`src/rtl/venus_pkg.sv`:
```
// ============================================================================
// venus_pkg : shared decode constants, control struct and helpers for id_issue
// Rev 1.0   : initial release
// ============================================================================
`default_nettype none

package venus_pkg;

  localparam int OPC_MSB  = 31;
  localparam int OPC_LSB  = 26;
  localparam int RD_MSB   = 25;
  localparam int RD_LSB   = 21;
  localparam int RS_MSB   = 20;
  localparam int RS_LSB   = 16;
  localparam int IMM_MSB  = 15;
  localparam int IMM_LSB  = 0;
  localparam int OPC_IMMF = 2;

  localparam logic [2:0] CLS_INTE  = 3'b000;
  localparam logic [2:0] CLS_LOGIC = 3'b001;
  localparam logic [2:0] CLS_SHIFT = 3'b010;
  localparam logic [2:0] CLS_LD    = 3'b011;
  localparam logic [2:0] CLS_ST    = 3'b100;
  localparam logic [2:0] CLS_BR    = 3'b101;

  localparam logic [4:0] REG_ZERO = 5'd0;

  typedef struct packed {
    logic inte;
    logic lgc;
    logic shift;
    logic ld;
    logic st;
    logic br;
    logic immf;
  } ctrl_t;

  localparam ctrl_t BUBBLE = '0;

  typedef enum logic [0:0] {
    ST_ISSUE  = 1'b0,
    ST_BUBBLE = 1'b1
  } hz_state_e;

  // Invalid class codes decode to BUBBLE, so immf never leaks from them.
  function automatic ctrl_t decode_ctrl(input logic [5:0] opc);
    ctrl_t c;
    c = BUBBLE;
    case (opc[5:3])
      CLS_INTE:  c.inte  = 1'b1;
      CLS_LOGIC: c.lgc   = 1'b1;
      CLS_SHIFT: c.shift = 1'b1;
      CLS_LD:    c.ld    = 1'b1;
      CLS_ST:    c.st    = 1'b1;
      CLS_BR:    c.br    = 1'b1;
      default:   c       = BUBBLE;
    endcase
    if (c != BUBBLE) c.immf = opc[OPC_IMMF];
    return c;
  endfunction

  function automatic logic zext_class(input ctrl_t c);
    return c.lgc | c.shift;
  endfunction

endpackage

`default_nettype wire

```
`src/rtl/id_regfile.sv`:
```
// ============================================================================
// id_regfile : 2-read / 1-write architectural register file, r0 hard-wired 0.
//              ID_WB_BYPASS_EN enables write-through from the write port.
// Rev 1.0    : initial release
// ============================================================================
`default_nettype none

module id_regfile
  import venus_pkg::*;
#(
  parameter int NREG = 32,
  parameter int XLEN = 32
) (
  input  logic            clk,
  input  logic            rst,
  input  logic [4:0]      ra_addr_i,
  output logic [XLEN-1:0] ra_data_o,
  input  logic [4:0]      rb_addr_i,
  output logic [XLEN-1:0] rb_data_o,
  input  logic            we_i,
  input  logic [4:0]      waddr_i,
  input  logic [XLEN-1:0] wdata_i
);

  logic [XLEN-1:0] regs_q [0:NREG-1];

  always_ff @(posedge clk or negedge rst) begin
    if (!rst) begin
      for (int i = 0; i < NREG; i++) regs_q[i] <= '0;
    end else if (we_i && (waddr_i != REG_ZERO)) begin
      regs_q[waddr_i] <= wdata_i;
    end
  end

  always_comb begin
    ra_data_o = '0;
    if (ra_addr_i != REG_ZERO) begin
`ifdef ID_WB_BYPASS_EN
      if (we_i && (waddr_i == ra_addr_i)) ra_data_o = wdata_i;
      else                                ra_data_o = regs_q[ra_addr_i];
`else
      ra_data_o = regs_q[ra_addr_i];
`endif
    end
  end

  always_comb begin
    rb_data_o = '0;
    if (rb_addr_i != REG_ZERO) begin
`ifdef ID_WB_BYPASS_EN
      if (we_i && (waddr_i == rb_addr_i)) rb_data_o = wdata_i;
      else                                rb_data_o = regs_q[rb_addr_i];
`else
      rb_data_o = regs_q[rb_addr_i];
`endif
    end
  end

endmodule

`default_nettype wire

```
`src/rtl/id_issue.sv`:
```
// ============================================================================
// id_issue : decode/issue stage feeding EX; load-use bubble, stall and flush.
//            Optional ID_WB_BYPASS_EN makes writeback visible same-cycle.
// Rev 1.0  : initial release
// ============================================================================
`default_nettype none

module id_issue
  import venus_pkg::*;
#(
  parameter int NREG = 32,
  parameter int XLEN = 32
) (
  input  logic            clk,
  input  logic            rst,
  input  logic [31:0]     inst_i,
  input  logic            inst_valid_i,
  input  logic            stall_i,
  input  logic            flush_i,
  input  logic            wb_we_i,
  input  logic [4:0]      wb_addr_i,
  input  logic [XLEN-1:0] wb_data_i,
  output logic [XLEN-1:0] rd_value_o,
  output logic [XLEN-1:0] rs_value_o,
  output logic [4:0]      rd_addr_o,
  output logic [XLEN-1:0] imm_value_o,
  output logic            immf_o,
  output logic            ctrl_inte_o,
  output logic            ctrl_logic_o,
  output logic            ctrl_shift_o,
  output logic            ctrl_ld_o,
  output logic            ctrl_st_o,
  output logic            ctrl_br_o,
  output logic            stall_o
);

  logic [5:0]      opc;
  logic [4:0]      rd_f;
  logic [4:0]      rs_f;
  logic [15:0]     imm16;
  logic [XLEN-1:0] rf_rd_data;
  logic [XLEN-1:0] rf_rs_data;

  ctrl_t           ctrl_d;
  logic            issue_ok;
  logic [XLEN-1:0] rd_value_d;
  logic [XLEN-1:0] rs_value_d;
  logic [4:0]      rd_addr_d;
  logic [XLEN-1:0] imm_value_d;
  logic            hazard;

  hz_state_e       state_q;
  ctrl_t           ctrl_q;
  logic [XLEN-1:0] rd_value_q;
  logic [XLEN-1:0] rs_value_q;
  logic [4:0]      rd_addr_q;
  logic [XLEN-1:0] imm_value_q;

  assign opc   = inst_i[OPC_MSB:OPC_LSB];
  assign rd_f  = inst_i[RD_MSB:RD_LSB];
  assign rs_f  = inst_i[RS_MSB:RS_LSB];
  assign imm16 = inst_i[IMM_MSB:IMM_LSB];

  id_regfile #(
    .NREG (NREG),
    .XLEN (XLEN)
  ) u_regfile (
    .clk       (clk),
    .rst       (rst),
    .ra_addr_i (rd_f),
    .ra_data_o (rf_rd_data),
    .rb_addr_i (rs_f),
    .rb_data_o (rf_rs_data),
    .we_i      (wb_we_i),
    .waddr_i   (wb_addr_i),
    .wdata_i   (wb_data_i)
  );

  always_comb begin
    ctrl_d      = inst_valid_i ? decode_ctrl(opc) : BUBBLE;
    issue_ok    = (ctrl_d != BUBBLE);
    rd_value_d  = '0;
    rs_value_d  = '0;
    rd_addr_d   = REG_ZERO;
    imm_value_d = '0;
    if (issue_ok) begin
      rd_value_d = rf_rd_data;
      rs_value_d = rf_rs_data;
      rd_addr_d  = rd_f;
      if (zext_class(ctrl_d)) imm_value_d = {{(XLEN-16){1'b0}}, imm16};
      else                    imm_value_d = {{(XLEN-16){imm16[15]}}, imm16};
    end
  end

  // Load in EX whose destination the current instruction reads (rd doubles as store data).
  assign hazard = ctrl_q.ld && (rd_addr_q != REG_ZERO) && inst_valid_i &&
                  ((rd_addr_q == rd_f) || (rd_addr_q == rs_f)) && !stall_i;

  assign stall_o = stall_i | ((state_q == ST_ISSUE) && hazard);

  always_ff @(posedge clk or negedge rst) begin
    if (!rst) begin
      state_q     <= ST_ISSUE;
      ctrl_q      <= BUBBLE;
      rd_value_q  <= '0;
      rs_value_q  <= '0;
      rd_addr_q   <= REG_ZERO;
      imm_value_q <= '0;
    end else if (flush_i) begin
      state_q     <= ST_ISSUE;
      ctrl_q      <= BUBBLE;
      rd_value_q  <= '0;
      rs_value_q  <= '0;
      rd_addr_q   <= REG_ZERO;
      imm_value_q <= '0;
    end else if (stall_i) begin
      state_q     <= state_q;
    end else if ((state_q == ST_ISSUE) && hazard) begin
      state_q     <= ST_BUBBLE;
      ctrl_q      <= BUBBLE;
      rd_value_q  <= '0;
      rs_value_q  <= '0;
      rd_addr_q   <= REG_ZERO;
      imm_value_q <= '0;
    end else begin
      state_q     <= ST_ISSUE;
      ctrl_q      <= ctrl_d;
      rd_value_q  <= rd_value_d;
      rs_value_q  <= rs_value_d;
      rd_addr_q   <= rd_addr_d;
      imm_value_q <= imm_value_d;
    end
  end

  assign rd_value_o   = rd_value_q;
  assign rs_value_o   = rs_value_q;
  assign rd_addr_o    = rd_addr_q;
  assign imm_value_o  = imm_value_q;
  assign immf_o       = ctrl_q.immf;
  assign ctrl_inte_o  = ctrl_q.inte;
  assign ctrl_logic_o = ctrl_q.lgc;
  assign ctrl_shift_o = ctrl_q.shift;
  assign ctrl_ld_o    = ctrl_q.ld;
  assign ctrl_st_o    = ctrl_q.st;
  assign ctrl_br_o    = ctrl_q.br;

endmodule

`default_nettype wire

```
`config.mk`:
```
export PLATFORM = sky130hd
export DESIGN_NAME = id_issue
export DESIGN_NICKNAME = d
export VERILOG_FILES = /design/src/rtl/venus_pkg.sv /design/src/rtl/id_regfile.sv /design/src/rtl/id_issue.sv
export SDC_FILE = /design/constraint.sdc
export NUM_CORES = 2
export LEC_CHECK = 0
export CORE_MARGIN = 1.5
export CORE_UTILIZATION = 50
export CTS_BUF_LIST = sky130_fd_sc_hd__clkbuf_8
export DETAILED_ROUTE_END_ITERATION = 6
export PLACE_DENSITY = 0.67
export REMOVE_ABC_BUFFERS = 1
export SLEW_MARGIN = 20
export SYNTH_ARGS = -nofsm -noshare
export SYNTH_HDL_FRONTEND = slang
export SYNTH_HIERARCHICAL = 1
export SYNTH_SLANG_ARGS = --single-unit
export TNS_END_PERCENT = 100
```
`constraint.sdc`:
```
create_clock -name clk -period 2.45 [get_ports clk]
set_input_delay 0.3675 -clock clk [delete_from_list [all_inputs] [get_ports clk]]
set_output_delay 0.3675 -clock clk [all_outputs]
set_load 0.05 [all_outputs]
```
==> impl_metrics.toml <==
[logic_synthesis]
fraction_of_synthesized_cell_area_in_xor_and_xnor_cells_pct = 0.1616
postSynth.topFlopCell = "dfrtp_1"
synthDominantCellAreaShare_pct = 46.93
synthesis.area_per_instance_um2 = 14.22
synthesis.yosys.warnings = 6
most_repeated_cell_in_the_gate_level_netlist_after_synthesis = "dfrtp_1"
seq_area_frac_synth_pct = 46.93
synth-seq-cells = 1118
yosys-top-cells-area = "dfrtp_1 47%, mux2_2 19%, mux4_2 17%"
synthMuxAreaShare_pct = 39.03
synth_cells = 4192
synth.top_cells.by_count = "1118 x dfrtp_1, 997 x mux2_2, 448 x mux4_2"
yosysUniqueCellTypes = 47
synth.largest_area_cell = "dfrtp_1"
dominant_combinational_cell_family_by_area_after_synthesis = "multiplexers"
synthSimpleGateAreaFrac_pct = 3.167
synth-adder-area-share_pct = 0
synth_edf_count = 0
syn-cell-area_um2 = 59610
synth-compound-area-share_pct = 6.646
async_reset_ff_share_pct = 100.0

[cts]
cts.sink_count = 1118
maximum_level_of_the_cts_h_tree = 4
worst_skew_pair.late_latency_ns = 0.89
tritoncts_clock_tree = "built"
cts.path.max_buffers = 3
root_buffer = "clkbuf_8"
cts_made_buffers = 191
clkSlewWorstSetupHoldPaths_ns = 0.06

[sta]
rsz0062_at_grt = "yes"
worst_slack_ns = -0.1861
finalCritPeriodShare_pct = 107.6
number_of_slew_limit_violations_in_the_final_report = 0
worst_pin_slew_ns = 0.9092
final-setup-viol-count = 1
clock.fmax_ghz = 0.3793
clock-skew-final_ns = 0.03956
finalHoldViolations = 0
finalWorstPathRequiredPeriod_ns = 2.636
timing.max_slew.rel_slack_pct = 39.19

[drt]
drc_viols = 0
ant_nets = 0
post_drt_via_cell_ratio = 6.546
drtPass1Iterations = 5
wirelength_mm = 186.0
route.detailed.wl_per_inst_um = 29.60
num_vias = 41140
drt_iter0_markers = 3771

[layout]
finalNonFillerCells = 6285
final_core_util_pct = 60.36
finalNetCount = 4662
area_growth_pct = 19.57
drive_gt1_share_pct = 49.89
fillCellCount = 9156

[grt]
grt_remaining_overflow = 0
pin_count_of_the_biggest_net_entering_global_routing = 102
grt_usage_pct = 30.95
grt_first_pass_wirelength_mm = 278.5
number_of_global_route_vias_before_repair = 42540
initial_antenna_violation_count = 3

[placement]
count_of_input_and_output_buffers = 181
hpwl_after_detailed_placement_mm = 122.8
gp_routability_congestion = 0.8647
place.detailed.instances = 5923

[critical_path]
worstSetupEndpointType = "output pin"
setup.worst_path.class = "reg2out"
cp_data_arrival_time_ns = 2.27
worst_ep_required_time_ns = 2.08
critPathMaxFanout = 4
setup.worst_path.start_class = "register"

[floorplan]
die_height_um = 348.3
die_area_um2 = 121300
core-area_um2 = 118100
floorplan.initialDensity_pct = 50.48
placement_rows = 126
io-pin-count = 184
die-width_um = 348.3

[pwr]
power.static_leakage_nw = 31.34
power.density_cell_area_nw_per_um2 = 749.2
irDropWorstVdd_mv = 0.5289

[run_status]
violations = "setup timing"
status = "complete, but fails checks"

[run]
maxCapViolations = 0

[hold_path]
timing.hold.worst.class = "in2reg"
timing repair:
action,in CTS,in global routing
resized for setup,110,43
hold buffers,2,0
buffers inserted,3,2
setup endpoints to repair,107,18
hold endpoints to repair,980,0
pin swaps,5,10
sequential cells by signal (all words and copies together) (netlist names):
signal and cells:
ctrl_st_o 1, imm_value_o 17, rs_value_o 32, rd_addr_o 5, ctrl_shift_o 1, rd_value_o 32, immf_o 1, ctrl_ld_o 1
ctrl_inte_o 1, ctrl_logic_o 1, u_regfile/regs_q 1024, state_q 1, ctrl_br_o 1
critical path, stage by stage (launching register included):
cell	delay, ns
dfrtp_2	0.44
buf_6	0.13
xnor2_2	0.13
nand2_2	0.09
o22a_1	0.25
o21bai_2	0.19
buf_12	0.16
layout by cell type (no fill, tap or decap), types with 89 or more instances in the layout:
master,synthesis,final
dfrtp_1,1118,1116
mux2_2,997,997
mux4_2,448,448
buf_4,61,355
clkbuf_8,0,261
o21ai_0,175,175
buf_12,0,169
nor2b_1,163,158
nand2_1,145,131
mux2i_1,128,128
a32oi_1,91,91
dlygate4sd2_1,0,89
path summary, 6_finish.rpt:
kind / startpoint / to / slack (ns) / cells after the start
max in group asynchronous: rst / u_regfile/regs_q[487] / 0.96 / 3
min reg2reg: u_regfile/regs_q[1021] / u_regfile/regs_q[1021] / 0.39 / 0
max reg2reg: rd_addr_o[2] / rs_value_o[15] / 0.23 / 6
min in group asynchronous: rst / u_regfile/regs_q[722] / 0.18 / 3
min: inst_i[24] / rd_addr_o[3] / 0.11 / 5
max: rd_addr_o[1] / stall_o / -0.19 / 6
kinds of logic after synthesis:
logic type             count (synthesis)
AO/OA/AOI/OAI                        558
XOR/XNOR                              11
buffers and inverters                508
flip-flops                          1118
multiplexers                        1632
AND/OR/NAND/NOR                      365
area by class of cell:
class	count	area, um2	area share (%)
inverter	3	13.76	0.01931
timing repair buffer	707	7701	10.81
tap	1536	1922	2.696
clock buffer	261	3592	5.040
antenna	3	7.507	0.01053
sequential	1118	27980	39.26
clock inverter	91	550.5	0.7724
multi-input combinational	2566	29510	41.40
layer usage:
layer | part of all wire [%] | vias up | track usage (%) | routed length, um
met4 | 3.6 | 4 | 11.60 | 6740
met1 | 42 | 21950 | 42.70 | 77720
met5 | 0.012 | - | 0 | 22
met2 | 47 | 1792 | 49.02 | 88040
li1 | - | 16970 | - | -
met3 | 7.3 | 430 | 5.745 | 13510
through the flow:
| stage | cell area [um2] | hold slack [ns] | setup TNS, ns | setup WS [ns] | power, mW |
|---|---|---|---|---|---|
| after detailed placement | 67180 | 0.2682 | -14.44 | -0.3327 | 35.66 |
| after CTS | 71240 | 0.02489 | -0.4269 | -0.2891 | 53.60 |
| final | 71270 | 0.1098 | -0.1861 | -0.1861 | 53.40 |
| after floorplan | 57200 | 0.07191 | -500.44 | -4.765 | 31.06 |
| after global placement | 67180 | 0.2705 | -11.87 | -0.3004 | 35.15 |
| after global routing | 71270 | 0.1047 | -0.3132 | -0.3132 | 55.69 |
power breakdown:
group          leakage (nW)  total (mW)  switching, mW  internal [mW]
clock network          2.34        17.9           8.02           9.92
logic                  14.6        11.2           4.57           6.66
registers              14.4        24.2           2.43           21.8
Note: power is estimated with default switching activity, not from simulation.
